--- config.mk ---
export PLATFORM = sky130hd
export DESIGN_NAME = alu_divider
export DESIGN_NICKNAME = d
export VERILOG_FILES = /design/src/rtl/alu_pkg.sv /design/src/rtl/div_step.sv /design/src/rtl/alu_divider.sv
export SDC_FILE = /design/constraint.sdc
export NUM_CORES = 1
export LEC_CHECK = 0
export ABC_AREA = 1
export BUFFER_PORTS_ARGS = -buffer_cell sky130_fd_sc_hd__clkbuf_2
export CAP_MARGIN = 5
export CELL_PAD_IN_SITES_DETAIL_PLACEMENT = 0
export CELL_PAD_IN_SITES_GLOBAL_PLACEMENT = 1
export CORE_ASPECT_RATIO = 0.9
export CORE_MARGIN = 2
export CORE_UTILIZATION = 44
export CTS_CLUSTER_DIAMETER = 200
export DETAILED_ROUTE_END_ITERATION = 12
export HOLD_SLACK_MARGIN = 0.02
export PLACE_DENSITY_LB_ADDON = 0.1
export SLEW_MARGIN = 15
export SYNTH_ARGS = -nofsm -noshare
export SYNTH_HDL_FRONTEND = slang
export SYNTH_SLANG_ARGS = --single-unit
--- constraint.sdc ---
create_clock -name clock -period 4.3 [get_ports clock]
set_clock_uncertainty 0.15 [all_clocks]
set_input_delay 0.43 -clock clock [delete_from_list [all_inputs] [get_ports clock]]
set_output_delay 0.43 -clock clock [all_outputs]
set_load 0.03 [all_outputs]
--- src/rtl/alu_pkg.sv ---
// Shared ALU definitions: divider width, divider state encoding and the divide opcode.
package alu_pkg;

  localparam int DIV_WIDTH = 32;

  // Opcode seen by both the result-select mux and the control unit.
  localparam logic [3:0] ALU_OP_DIV = 4'd7;

  typedef enum logic [1:0] {
    IDLE = 2'd0,
    RUN  = 2'd1,
    FIX  = 2'd2
  } div_state_t;

endpackage

--- src/rtl/div_step.sv ---
// One non-restoring division iteration on a WIDTH+1 bit signed partial remainder.
module div_step
  import alu_pkg::*;
#(
  parameter int WIDTH = DIV_WIDTH
) (
  input  logic [WIDTH:0]   rem_in,
  input  logic             dividend_bit,
  input  logic [WIDTH-1:0] divisor,
  output logic [WIDTH:0]   rem_out,
  output logic             q_bit
);

  logic [WIDTH:0] shifted;
  logic [WIDTH:0] div_ext;

  assign shifted = {rem_in[WIDTH-1:0], dividend_bit};
  assign div_ext = {1'b0, divisor};

  // A negative remainder is pulled back up by adding, otherwise subtract.
  assign rem_out = rem_in[WIDTH] ? (shifted + div_ext) : (shifted - div_ext);
  assign q_bit   = ~rem_out[WIDTH];

endmodule

--- src/rtl/alu_divider.sv ---
// Multi-cycle signed divider: one quotient bit per clock, sign fix-up in a final cycle.
//   state | meaning
//   IDLE  | waiting for start, outputs hold the last result
//   RUN   | WIDTH non-restoring iterations on the operand magnitudes
//   FIX   | remainder correction, sign application, done pulse
module alu_divider
  import alu_pkg::*;
#(
  parameter int WIDTH = DIV_WIDTH
) (
  input  logic             clock,
  input  logic             clear,
  input  logic             start,
  input  logic [WIDTH-1:0] a,
  input  logic [WIDTH-1:0] b,
  output logic             busy,
  output logic             done,
  output logic [WIDTH-1:0] quotient,
  output logic [WIDTH-1:0] remainder,
  output logic             div_by_zero
);

  localparam int CW = $clog2(WIDTH + 1);

  div_state_t     state, state_nx;
  logic [WIDTH:0]   prem;
  logic [WIDTH-1:0] qreg;
  logic [WIDTH-1:0] bmag;
  logic             sign_a;
  logic             sign_q;
  logic             dz;
  logic [CW-1:0]    count;

  logic [WIDTH-1:0] a_mag, b_mag;
  logic [WIDTH:0]   step_rem;
  logic             step_q;
  logic [WIDTH:0]   rem_fix;
  logic [WIDTH-1:0] r_mag;

  // Magnitudes are unsigned, so -2^(WIDTH-1) maps onto itself correctly.
  assign a_mag   = a[WIDTH-1] ? -a : a;
  assign b_mag   = b[WIDTH-1] ? -b : b;
  assign rem_fix = prem[WIDTH] ? (prem + {1'b0, bmag}) : prem;
  assign r_mag   = rem_fix[WIDTH-1:0];
  assign busy    = (state != IDLE);

  div_step #(.WIDTH(WIDTH)) u_step (
    .rem_in       (prem),
    .dividend_bit (qreg[WIDTH-1]),
    .divisor      (bmag),
    .rem_out      (step_rem),
    .q_bit        (step_q)
  );

  always_comb begin
    state_nx = state;
    case (state)
      IDLE: if (start) state_nx = (b == '0) ? FIX : RUN;
      RUN:  if (count == CW'(WIDTH - 1)) state_nx = FIX;
      FIX:  state_nx = IDLE;
      default: state_nx = IDLE;
    endcase
  end

  always_ff @(posedge clock or negedge clear) begin
    if (!clear) state <= IDLE;
    else        state <= state_nx;
  end

  always_ff @(posedge clock or negedge clear) begin
    if (!clear) begin
      prem        <= '0;
      qreg        <= '0;
      bmag        <= '0;
      sign_a      <= 1'b0;
      sign_q      <= 1'b0;
      dz          <= 1'b0;
      count       <= '0;
      done        <= 1'b0;
      quotient    <= '0;
      remainder   <= '0;
      div_by_zero <= 1'b0;
    end else begin
      done <= 1'b0;
      case (state)
        IDLE: begin
          if (start) begin
            prem        <= '0;
            qreg        <= a_mag;
            bmag        <= b_mag;
            sign_a      <= a[WIDTH-1];
            sign_q      <= a[WIDTH-1] ^ b[WIDTH-1];
            dz          <= (b == '0);
            count       <= '0;
            div_by_zero <= 1'b0;
          end
        end
        RUN: begin
          prem  <= step_rem;
          qreg  <= {qreg[WIDTH-2:0], step_q};
          count <= count + CW'(1);
        end
        FIX: begin
          done        <= 1'b1;
          div_by_zero <= dz;
          // On divide by zero qreg still holds |a|, so re-signing it gives a back.
          if (dz) begin
            quotient  <= '1;
            remainder <= sign_a ? -qreg : qreg;
          end else begin
            quotient  <= sign_q ? -qreg : qreg;
            remainder <= sign_a ? -r_mag : r_mag;
          end
        end
        default: ;
      endcase
    end
  end

endmodule

Word level (Yosys, flattened, before mapping). Cells that the tools add are included.

Muxes and demuxes: 22. Shift-type cells: 0. Equal/unequal tests: 5. Bitwise operators: 2. Add/subtract/negate cells: 8. $mul: 0. Div/mod/pow operators: 0. Reduce and logical (&&, ||, !) cells: 9. Magnitude comparators: 0.

Operator list (number): $mux 32 (9); $neg 32->32 (4); $mux 33 (2); $pmux 33 s2 (1); $pmux 32 s2 (1); $add 33x32->33 (1); $sub 33x32->33 (1); $add 32x32->32 (1); $logic_not 32->1 (1); $pmux 6 s2 (1); $reduce_and 2->1 (4); $add 6x1->6 const B (1); $eq 6x5->1 const B (1); $mux 2 (3); $mux 6 (1); $reduce_bool 2->1 (3); $ne 2x2->1 const B (2); $pmux 2 s2 (1); $eq 2x1->1 const B (1); $eq 2x2->1 const B (1); $logic_not 2->1 (1); $mux 1 (2); $pmux 1 s2 (1); $not 1->1 (1); $xor 1x1->1 (1).

Latch bits: 0. Bits in registers: 174. Memories: 0. ROM bits: 0. Word-level logic and storage cells: 58. Bits of input ports: 67. Bits in writable memories: 0. Output and inout port bits: 67.

Depth between registers and ports, before layout. Gate-level depths: netlist of run 1.

Depth in word-level cells: 5. Depth in mapped cells: 23. Mapped depth without buffers: 23.

Modules after synthesis. From an unflattened synthesis of run 1, not the netlist that was laid out.

Cell total of the unflattened synthesis: 2740. Area, all modules: 16782.3 µm².

Modules (own cells, without submodules): alu_divider (area an instance 13347.8 µm², cells an instance 2043, instances 1, seq. area each 4354.2 µm²); div_step (area an instance 3434.5 µm², cells an instance 697, instances 1, seq. area each 0.0 µm²).

Least setup slack after synthesis of run 1. Ideal clock, no wire load.

Path type: flip-flop to flip-flop. Start point: register prem[32]. End point: register qreg[0]. Required time: 4.020 ns. Stages on the path, launching flop included: 24. Path buffers: 5. Arrival time: 3.583 ns. Slack: 0.437 ns. Setup time: 0.130 ns. Period minus slack after synthesis: 3.863 ns. Path through: dfrtp_1 > buf_2 > buf_2 > buf_4 > clkbuf_1 > clkbuf_1 > nand2_1 > o21ai_0 > inv_1 > fa_1 > inv_1 > nand2_1 > o21ai_0 > a21oi_1 > o21ai_0 > nand2_1 > nand2_1 > a21oi_1 > inv_1 > a21oi_1 > a21oi_1 > o21ai_1 > nand2_1 > o21ai_0.

Longest elaborated chain between the ends: 3.

Ends and longest elaborated chain: start: declaration (line alu_divider.sv:26) `logic [WIDTH:0] prem;`; start signal: assignment (line alu_divider.sv:99) `prem <= step_rem;`; $mux 33 (line div_step.sv:21) `assign rem_out = rem_in[WIDTH] ? (shifted + div_ext) : (shifted - div_ext);`; $not 1->1 (line div_step.sv:22) `assign q_bit = ~rem_out[WIDTH];`; $pmux 32 s2 (line alu_divider.sv:85) `case (state)`; end signal: assignment (line alu_divider.sv:89) `qreg <= a_mag;`; end signal: assignment (line alu_divider.sv:100) `qreg <= {qreg[WIDTH-2:0], step_q};`; end: declaration (line alu_divider.sv:27) `logic [WIDTH-1:0] qreg;`.

Every way passes these cells. A chain may end at the register's enable or synchronous reset.

Final worst setup path of run 1.
Start point: register bmag[1]. End point: register qreg[0].

Longest elaborated chain between the ends: 4. Elaborated cells between the ends (all ways): 5. Classes of those cells: 2 x add/sub; 2 x mux; 1 x bitwise.

Ends and longest elaborated chain: start: declaration (line alu_divider.sv:28) `logic [WIDTH-1:0] bmag;`; start signal: assignment (line alu_divider.sv:90) `bmag <= b_mag;`; $sub 33x32->33 or $add 33x32->33 (tied branches) (line div_step.sv:21); $mux 33 * (line div_step.sv:21); $not 1->1 * (line div_step.sv:22); $pmux 32 s2 * (line alu_divider.sv:85).

Mark *: on every way between the ends. The rest lies on a longest branch, timed or not.

==> results.md, run 1 <==
Global route:
- The most used routing layer in global routing is met1.
- The met2 track utilization from global routing is a little over two fifths.
- The global-route wire length before repair is 90.74 mm.
- Across every metal layer, demand over resource in global routing totals 31.62%.
- Entering global routing, the biggest net connects 94 pins.
- The fraction of met1 tracks used by global routing is about 52%.
- The global routing usage on met3 is under 10%.
- The number of antenna violations at the first check in global routing was 1.
- The via count of the first global-routing pass is approximately 15000.
- The total overflow left after global routing is 0.

Clock network:
- TritonCTS built the clock tree.
- Clock-pin slew was measured on the worst setup and hold paths at around 0.080 ns.
- Clock latency on the worst-skew pair, taken at its later pin, is ~0.46 ns.
- The tree is rooted in a sky130_fd_sc_hd__clkbuf_16.
- TritonCTS created 17 clock buffers.
- In this run the deepest clock path goes through 2 buffers.
- In this run the number of H-tree levels came out at 4.
- The tree built by TritonCTS fans out to about 170 sinks.

Critical path:
- The critical path's slowest cell is sky130_fd_sc_hd__dfrtp_2.
- STA puts the critical path data required time at 4.48 ns.
- Data on the critical path arrives at its endpoint at between 4 and 5 ns.
- The critical path goes through nor3_2 -> inv_1 -> nor3_4 -> nand3_2 -> nor2_4 -> nand2_1 -> nor3_2 -> nand3_2 -> nor2_2 -> nand2_1 -> nand2_1 -> o21ai_0 -> xor2_1 -> ha_1 -> nand2_1 -> nor2_2 -> nand2_1 -> o2111ai_1 -> a21oi_1 -> a21oi_1 -> o21ai_2 -> nand2_1 -> o21ai_0.
- STA classifies the critical path endpoint as a flip-flop.
- On the worst path, the slowest cell contributes a delay of 0.45 ns.
- The maximum fanout along the worst path is 5.
- The most common cell type on the critical path is sky130_fd_sc_hd__nand2_1.
- Counting both buffers and inverters, the worst setup path holds a total of 1.
- The setup path with the least slack is of type reg2reg.
- The nature of the critical path startpoint is a flip-flop.
- The dominant delay contributor by cell family on the critical path is simple AND/OR/NAND/NOR gates.

Routing:
- The number of violations reported at the end of detailed-routing iteration 0 is 1650.
- The average wire length per cell after detail routing is roughly 19 um.
- In the routed design, unresolved DRC markers number 0.
- The average vias per placed instance is 5.560.
- In this run the remaining antenna-violating nets after routing total 0.
- The via total after detailed routing is 16770.
- Before antenna repair, the detailed router went through 6 iterations.
- Summed over all layers, the routed wires come to around 58 mm.

Synthesis:
- The share of synthesized registers carrying an async set or reset is between 90% and 100%.
- The gate count after technology mapping is about 2400.
- The synthesis-stage register bit count is around 170.
- The Yosys step of the flow raised 0 warnings.
- Of the post-synthesis cell area, the dominant cell type holds between 20% and 30%.
- Synthesis produced a netlist with a net count of 2574.
- The number of enable flip-flop cells after synthesis is 0.
- Summing every instance area after synthesis gives around 16000 um^2.
- The share of the yosys chip area belonging to registers is approximately 28%.
- Among all flip-flop cells after synthesis, the most frequent one is sky130_fd_sc_hd__dfrtp_1.
- Synthesis instantiated 58 different standard cells from the library.
- The synthesized design spends more area on one cell type than any other, namely sky130_fd_sc_hd__dfrtp_1.
- The average cell area after synthesis is 6.397 um^2.
- By area the synthesized netlist is led by sky130_fd_sc_hd__dfrtp_1 (28%), sky130_fd_sc_hd__nand2_1 (14%), sky130_fd_sc_hd__inv_1 (7.1%).

Job:
- Across the run, the number of max-cap violations was 0.

Placed design:
- After legalization and detailed placement, the total HPWL measured around 46 mm.
- The number of cells in the design after placement is 2982.
- The placer congestion estimate is approximately 0.97.
- Port buffering added approximately 130 buffers.

Timing:
- Based on the critical path, the design can be clocked at up to approximately 250 MHz.
- The routed design could run at a clock period as short as between 3 and 4 ns.
- Setup repair after global routing could not meet its margin everywhere.
- Setup violations remaining at the end of the flow were counted as 0.
- The total count of hold-check failures in the final report is 0.
- The number of max-slew violations in the final report is 0.
- After routing, the total negative slack on setup checks comes to 0 ns.
- In this run the tightest slew margin relative to its limit is 16.81%.
- Of the available clock period, the critical path in the final layout requires between 90% and 100%.
- At the pin with the least slew margin, the transition time is 1.246 ns.

Hold path:
- The tightest min-delay check is of the in2reg type.

Cells and area:
- The share of final-layout standard cells stronger than drive strength 1 is a little under an eighth.
- From synthesis to final layout, the design area changed by 11.79%.
- The repair_antennas step left the layout with diodes totalling 0.
- The count of filler cells inserted in the layout is 3761.
- The final layout contains 2672 nets.
- The filler-free cell count of the finished design is 3016.
- The area taken by multi-input logic gates is 9781 um^2.
- Summing all flip-flop and latch instances after layout gives 4355 um^2.

Die:
- The floorplan step defined a die boundary enclosing between 30000 and 40000 um^2.
- The die is about 180 um tall.
- The starting density of the core is approximately 45%.
- The die is a little over 200 um wide.
- The placeable core region is about 35000 um^2.
- Row generation in the floorplan step produced 65 rows.
- During I/O placement, the number of pins put on the boundary was ~130.

Outcome:
- The run finished with clean final reports.
metrics by stage:
stage / hold slack [ns] / worst slack [ns] / area, um^2 / util [%]
finish: 0.1130 / 0.3230 / 17420 / 49.81
global route: 0.1001 / -0.03281 / 17420 / 49.81
CTS: 0.07537 / 0.1468 / 17360 / 49.64
detailed placement: 0.3588 / 0.1611 / 16730 / 47.84
global placement: 0.3490 / 0.2113 / 16730 / 47.84
floorplan: -0.01559 / 0.4370 / 15580 / -
synth_stat cells (13+ instances only):
cell type and count:
sky130_fd_sc_hd__nand2_2 20, sky130_fd_sc_hd__nor2_1 261, sky130_fd_sc_hd__nor3_1 40, sky130_fd_sc_hd__inv_2 18
sky130_fd_sc_hd__xnor2_1 34, sky130_fd_sc_hd__xor2_1 65, sky130_fd_sc_hd__ha_1 69, sky130_fd_sc_hd__nand4_1 30
sky130_fd_sc_hd__a31oi_1 25, sky130_fd_sc_hd__nand3_1 140, sky130_fd_sc_hd__inv_1 293, sky130_fd_sc_hd__o211ai_1 14
sky130_fd_sc_hd__clkbuf_1 62, sky130_fd_sc_hd__dfrtp_1 174, sky130_fd_sc_hd__nor2_2 13, sky130_fd_sc_hd__nand2_1 601
sky130_fd_sc_hd__a21oi_1 210, sky130_fd_sc_hd__o21ai_0 213
placed cells by master (no fill, tap or decap), drive strengths merged, types with 32 or more instances in the layout:
cell,Yosys,routed
nand4,32,32
o21ai,226,226
inv,311,319
nor2,280,280
dfrtp,174,174
ha,69,69
nand3,143,143
xnor2,34,34
clkbuf,62,151
a21oi,211,211
nand2,621,621
nor3,51,51
xor2,65,65
sequential cells by signal (all words and copies together) (netlist names):
signal and count:
prem 33, bmag 32, qreg 32, quotient 32, remainder 32, count 6
state 2, div_by_zero 1, done 1, dz 1, sign_a 1, sign_q 1
what timing repair did:
| item | in CTS | in global routing |
|---|---|---|
| endpoints found under the hold margin | 81 | 0 |
| gates resized for setup | 0 | 16 |
| hold buffers | 1 | 0 |
| setup endpoints to repair | 0 | 9 |
| setup buffers | 0 | 1 |
cells by family after synthesis:
group / Yosys count / share of synthesized area [%]
XOR/XNOR: 99 / 5.564
flip-flops: 174 / 27.94
AO/OA/AOI/OAI: 542 / 19.21
buffers and inverters: 396 / 9.691
AND/OR/NAND/NOR: 1154 / 31.79
adder cells (fa/ha/maj): 71 / 5.797
final cells by class:
type | instances | area share, %
flip-flops and latches | 174 | 25.00
well taps | 469 | 3.369
multi-input cells | 1866 | 56.14
clock buffers | 19 | 2.600
inverters | 317 | 6.830
repair buffers | 158 | 5.092
clock inverters | 13 | 0.9624
layer usage:
metal  vias up  wire [um]
li1       8212          -
met1      7915      29950
met2       606      22690
met3        35       4631
met4         0        653
met5         -          0
worst reg2reg max path: stages (launching register included):
cell and delay, ns:
sky130_fd_sc_hd__dfrtp_2 0.45, sky130_fd_sc_hd__nor3_2 0.21, sky130_fd_sc_hd__inv_1 0.10, sky130_fd_sc_hd__nor3_4 0.16, sky130_fd_sc_hd__nand3_2 0.12, sky130_fd_sc_hd__nor2_4 0.15
sky130_fd_sc_hd__nand2_1 0.09, sky130_fd_sc_hd__nor3_2 0.25, sky130_fd_sc_hd__nand3_2 0.13, sky130_fd_sc_hd__nor2_2 0.14, sky130_fd_sc_hd__nand2_1 0.13, sky130_fd_sc_hd__nand2_1 0.11
sky130_fd_sc_hd__o21ai_0 0.11, sky130_fd_sc_hd__xor2_1 0.17, sky130_fd_sc_hd__ha_1 0.34, sky130_fd_sc_hd__nand2_1 0.09, sky130_fd_sc_hd__nor2_2 0.14, sky130_fd_sc_hd__nand2_1 0.09
sky130_fd_sc_hd__o2111ai_1 0.21, sky130_fd_sc_hd__a21oi_1 0.09, sky130_fd_sc_hd__a21oi_1 0.16, sky130_fd_sc_hd__o21ai_2 0.10, sky130_fd_sc_hd__nand2_1 0.07, sky130_fd_sc_hd__o21ai_0 0.08
worst paths after layout:
kind,depth (start not counted),to,slack (ns),start
max,23,qreg[0],0.32,bmag[1]
min,3,bmag[0],0.11,b[0]
max reg2reg,23,qreg[0],0.32,bmag[1]
min reg2reg,2,remainder[21],0.37,remainder[21]
max in group asynchronous,3,remainder[27],2.50,clear
min in group asynchronous,2,prem[26],0.40,clear
Power of run 1 is not shown: default switching activity piles up to over one toggle a cycle in this logic, so the estimate is an artifact.
==> run 2, diff against run 1 <==
--- a/config.mk
+++ b/config.mk
@@ -5,14 +5,13 @@
 export SDC_FILE = /design/constraint.sdc
 export NUM_CORES = 1
 export LEC_CHECK = 0
-export ABC_AREA = 1
 export BUFFER_PORTS_ARGS = -buffer_cell sky130_fd_sc_hd__clkbuf_2
 export CAP_MARGIN = 5
 export CELL_PAD_IN_SITES_DETAIL_PLACEMENT = 0
 export CELL_PAD_IN_SITES_GLOBAL_PLACEMENT = 1
 export CORE_ASPECT_RATIO = 0.9
 export CORE_MARGIN = 2
-export CORE_UTILIZATION = 44
+export CORE_UTILIZATION = 46
 export CTS_CLUSTER_DIAMETER = 200
 export DETAILED_ROUTE_END_ITERATION = 12
 export HOLD_SLACK_MARGIN = 0.02
==> constraint.sdc (replaced) <==
create_clock -name clock -period 4.3 [get_ports clock]
set_clock_uncertainty 0.15 [all_clocks]
set_input_delay 0.215 -clock clock [delete_from_list [all_inputs] [get_ports clock]]
set_output_delay 0.215 -clock clock [all_outputs]
set_load 0.03 [all_outputs]
==> results.md, run 2 <==
Synthesis:
- The fraction of post-synthesis cell area in the top cell type by area is ~31%.
- Ranked by instance count, the synthesized netlist is headed by sky130_fd_sc_hd__nand2_1 (235), sky130_fd_sc_hd__o21ai_0 (184), sky130_fd_sc_hd__dfrtp_1 (174), sky130_fd_sc_hd__a21oi_1 (148), sky130_fd_sc_hd__xor2_1 (129).
- The most repeated cell in the gate-level netlist after synthesis is sky130_fd_sc_hd__nand2_1.
- The share of the yosys chip area belonging to registers is 30.75%.
- Counting flops with a built-in enable in the synthesized netlist gives 0.
- Sorting the synthesized cells by area gives the leading types as sky130_fd_sc_hd__dfrtp_1 (31%), sky130_fd_sc_hd__xor2_1 (8.0%), sky130_fd_sc_hd__o21ai_0 (6.5%).
- The share of synthesized registers carrying an async set or reset is 100.0%.
- The synthesis-stage register bit count is roughly 170.
- Among all flip-flop cells after synthesis, the most frequent one is sky130_fd_sc_hd__dfrtp_1.
- The cell taking the most area after synthesis is sky130_fd_sc_hd__dfrtp_1.
- The post-synthesis instance area is 14160 um^2.
- The average cell area after synthesis is ~8 um^2.
- The total nets after synthesis is 1911.
- Counting every instance in the synthesized netlist gives roughly 1800.
- The number of warning messages in the yosys log is 0.
- The number of library cell types mapped by synthesis is just over 80.

Routing:
- The amount of wire on met3 after detailed routing is roughly 1.7 mm.
- The via total after detailed routing is between 10000 and 15000.
- The highest metal layer with signal wires is met4.
- In the final routed layout, each cell accounts on average for ~18 um.
- In the routed layout, each cell is associated on average with a via count of between 5 and 6.
- The sum of routed wire length over all layers is roughly 44 mm.
- The total iterations of the first detailed-routing run is 5.
- Wire segments on met2 add up to between 20 and 25 mm in the final route.
- The detailed router finished its first iteration with 729 violations.
- Once detail routing completed, the nets flagged for antenna violations numbered 0.
- The DRC violations left is 0.
- For this block, wires on met1 add up to roughly 20 mm.

Timing:
- Counting I/O delays and the setup requirement, the final critical path takes roughly 4.3 ns.
- For this run, the top clock speed supported by timing is around 230 MHz.
- Hold timing on the final database bottoms out at a slack of 0.03319 ns.
- The slew at the pin with the worst max-slew slack is between 1 and 1.5 ns.
- The number of max-slew violations in the final report is 0.
- The post-route setup TNS is -0.1248 ns.
- Setup violations remaining at the end of the flow were counted as 4.
- Setup repair after global routing could not meet its margin everywhere.
- The worst slew slack as a fraction of its limit is approximately a quarter.
- The total count of hold-check failures in the final report is 0.
- The share of the cycle needed by the critical path after routing is 101.0%.
- Once routing completed, OpenROAD measured the worst setup slack at -0.04263 ns.

Clock network:
- Counting every sink on the clock net gives ~170.
- Clock tree synthesis selected as its root buffer the cell sky130_fd_sc_hd__clkbuf_16.
- Buffers inserted during clock tree synthesis total 17.
- The clock transition at the registers of the reported paths is ~0.08 ns.
- The clock passes through at most 2 buffers.
- TritonCTS built the clock tree.
- The number of levels in the clock H-tree is 4.
- The insertion delay of the later-clocked pin in the worst-skew pair is roughly 0.45 ns.

Die:
- 134 I/O pins were placed.
- The initialized floorplan defines 60 standard-cell rows.
- The overall die area is about 32000 um^2.
- The placeable core region is between 30000 and 40000 um^2.
- Once the floorplan was initialized, standard cells occupied a little under half of the core.
- The x dimension of the die is around 190 um.
- The die boundary height is 170.4 um.

Cells and area:
- The register with the most flip-flops in the layout has 33 of them.
- The net count reported at finish is 2183.
- The most flop-heavy register is prem.
- Of the cells placed in the final design, the portion with a size suffix greater than 1 is about 23%.
- Excluding fillers, the count of instances in the completed layout stands at around 2500.
- Relative to the synthesized area, the layout overhead comes to 26.87%.
- Leaving out fill and tap cells, the most frequent cell in the layout is sky130_fd_sc_hd__nand2_1.
- The number of antenna diodes in the final layout is 0.
- The post-route core utilization is 59.68%.
- Fill cells in the final layout number 2742.
- In the layout the commonest cells are sky130_fd_sc_hd__nand2_1 (230), sky130_fd_sc_hd__buf_4 (186), sky130_fd_sc_hd__dfrtp_1 (172).

Job:
- The max-cap check violation count is 0.

Placed design:
- The number of cells in the design after placement is ~2400.
- OpenSTA, run right after detailed placement, puts the worst setup slack at -0.2646 ns.
- Buffers placed on the I/O ports in this run total about 130.
- The total half-perimeter wirelength after legalization and detailed placement is 31.46 mm.
- Routability-driven placement finished with a final weighted congestion of 0.9028.

Pwr:
- Summed over all cells, the static leakage comes to 8.052 nW.
- The worst-case IR drop observed on VDD is 0.4665 mV.
- Power spread over the standard cell area amounts to 990.6 nW/um^2.

Hold path:
- The worst min-delay path category is in2reg.

Critical path:
- The nature of the critical path startpoint is a flip-flop.
- The worst setup path is of the reg2reg kind.
- Data arrives at the worst endpoint at about 4.5 ns.
- The endpoint class of the critical path is a flip-flop.
- At the worst endpoint, the required time is between 4 and 5 ns.
- The maximum fanout along the worst path is 3.

Global route:
- Global routing finished with a remaining overflow of 0.
- The global-route wire length before repair is 69.75 mm.
- The number of antenna violations at the first check in global routing came to 0.
- The largest net degree at the start of global routing is 73.
- The via count of the first global-routing pass came to roughly 14000.
- The total track usage is a little over a quarter.

Outcome:
- The final reports fail on setup timing.
- The flow ran to the end, but the final reports show violations.
run 2: cell types whose count changed in the layout (fill, tap and decap cells not counted), moves of 41 or more:
cell                            previous run  this run
sky130_fd_sc_hd__nand2_1                 601       230
sky130_fd_sc_hd__inv_1                   292        37
sky130_fd_sc_hd__buf_4                    22       186
sky130_fd_sc_hd__nor2_1                  255       101
sky130_fd_sc_hd__nand3_1                 138        26
sky130_fd_sc_hd__a21oi_1                 209       138
sky130_fd_sc_hd__xor2_1                   65       129
sky130_fd_sc_hd__o22ai_1                   9        59
sky130_fd_sc_hd__xnor2_1                  34        80
sky130_fd_sc_hd__o21ai_0                 212       170
sky130_fd_sc_hd__dlygate4sd3_1             1        42
run 2: metrics by stage:
stage | power, W | area (um^2)
after floorplan | 0.01120 | 14270
after global placement | 0.01499 | 16300
after detailed placement | 0.01516 | 16300
after CTS | 0.01726 | 17570
after global routing | 0.01928 | 17960
final | 0.01780 | 17960
run 2: worst paths after layout:
kind | from | cells after the start | slack, ns | end
worst max-delay path | qreg[0] | 13 | -0.04 | remainder[26]
worst min-delay path | a[20] | 4 | 0.03 | qreg[20]
worst min register to register | remainder[5] | 2 | 0.33 | remainder[5]
worst max register to register | qreg[0] | 13 | -0.04 | remainder[26]
max in group asynchronous | clear | 3 | 2.86 | bmag[3]
min in group asynchronous | clear | 2 | 0.20 | prem[4]
run 2: where the power goes:
group | internal [W] | switching, W
logic | 0.00571 | 0.00699
clock network | 0.000927 | 0.000743
registers | 0.00242 | 0.00101
run 2: layout make-up:
cell class | instances | area (um^2) | area share [%]
clock buffers | 18 | 429.2 | 2.389
clock inverters | 13 | 183.9 | 1.024
inverters | 41 | 153.9 | 0.8567
multi-input cells | 1442 | 9756 | 54.30
flip-flops and latches | 174 | 4359 | 24.27
well taps | 403 | 504.2 | 2.807
repair buffers | 369 | 2579 | 14.35
run 2: repair_timing:
item                                    in CTS  in global routing
setup buffers                                3                  9
gates resized for setup                     42                 69
pin swaps                                   20                 33
endpoints found under the setup margin      16                 26
endpoints found under the hold margin      108                  0
hold buffers                                42                  0
run 2: cell families after synthesis:
group,Yosys count,share of synthesized area [%]
simple gates,567,19.20
buf+inv,157,4.241
compound gates,571,24.55
mux,20,1.555
fa+ha+maj,71,6.380
xor+xnor,213,13.33
flops,174,30.75
run 2: routing by layer:
metal | global-route usage [%] | vias up
li1 | - | 6924
met1 | 36.32 | 6831
met2 | 44.82 | 306
met3 | 3.609 | 62
met4 | 8.390 | 0
met5 | 0 | -
run 2: worst max-delay path, cell delays in order (launching register included):
cell                        delay (ns)
sky130_fd_sc_hd__dfrtp_1          0.47
sky130_fd_sc_hd__inv_1            0.10
sky130_fd_sc_hd__ha_1             0.18
sky130_fd_sc_hd__or3b_2           0.47
sky130_fd_sc_hd__or4_4            0.46
sky130_fd_sc_hd__or4b_4           0.51
sky130_fd_sc_hd__or3_4            0.35
sky130_fd_sc_hd__or3_4            0.34
sky130_fd_sc_hd__or2_1            0.26
sky130_fd_sc_hd__or4_4            0.44
sky130_fd_sc_hd__nand2_2          0.10
sky130_fd_sc_hd__xor2_2           0.16
sky130_fd_sc_hd__a2bb2oi_2        0.14
sky130_fd_sc_hd__o21ai_1          0.07
No activity file was read; power rests on OpenSTA's default activity.
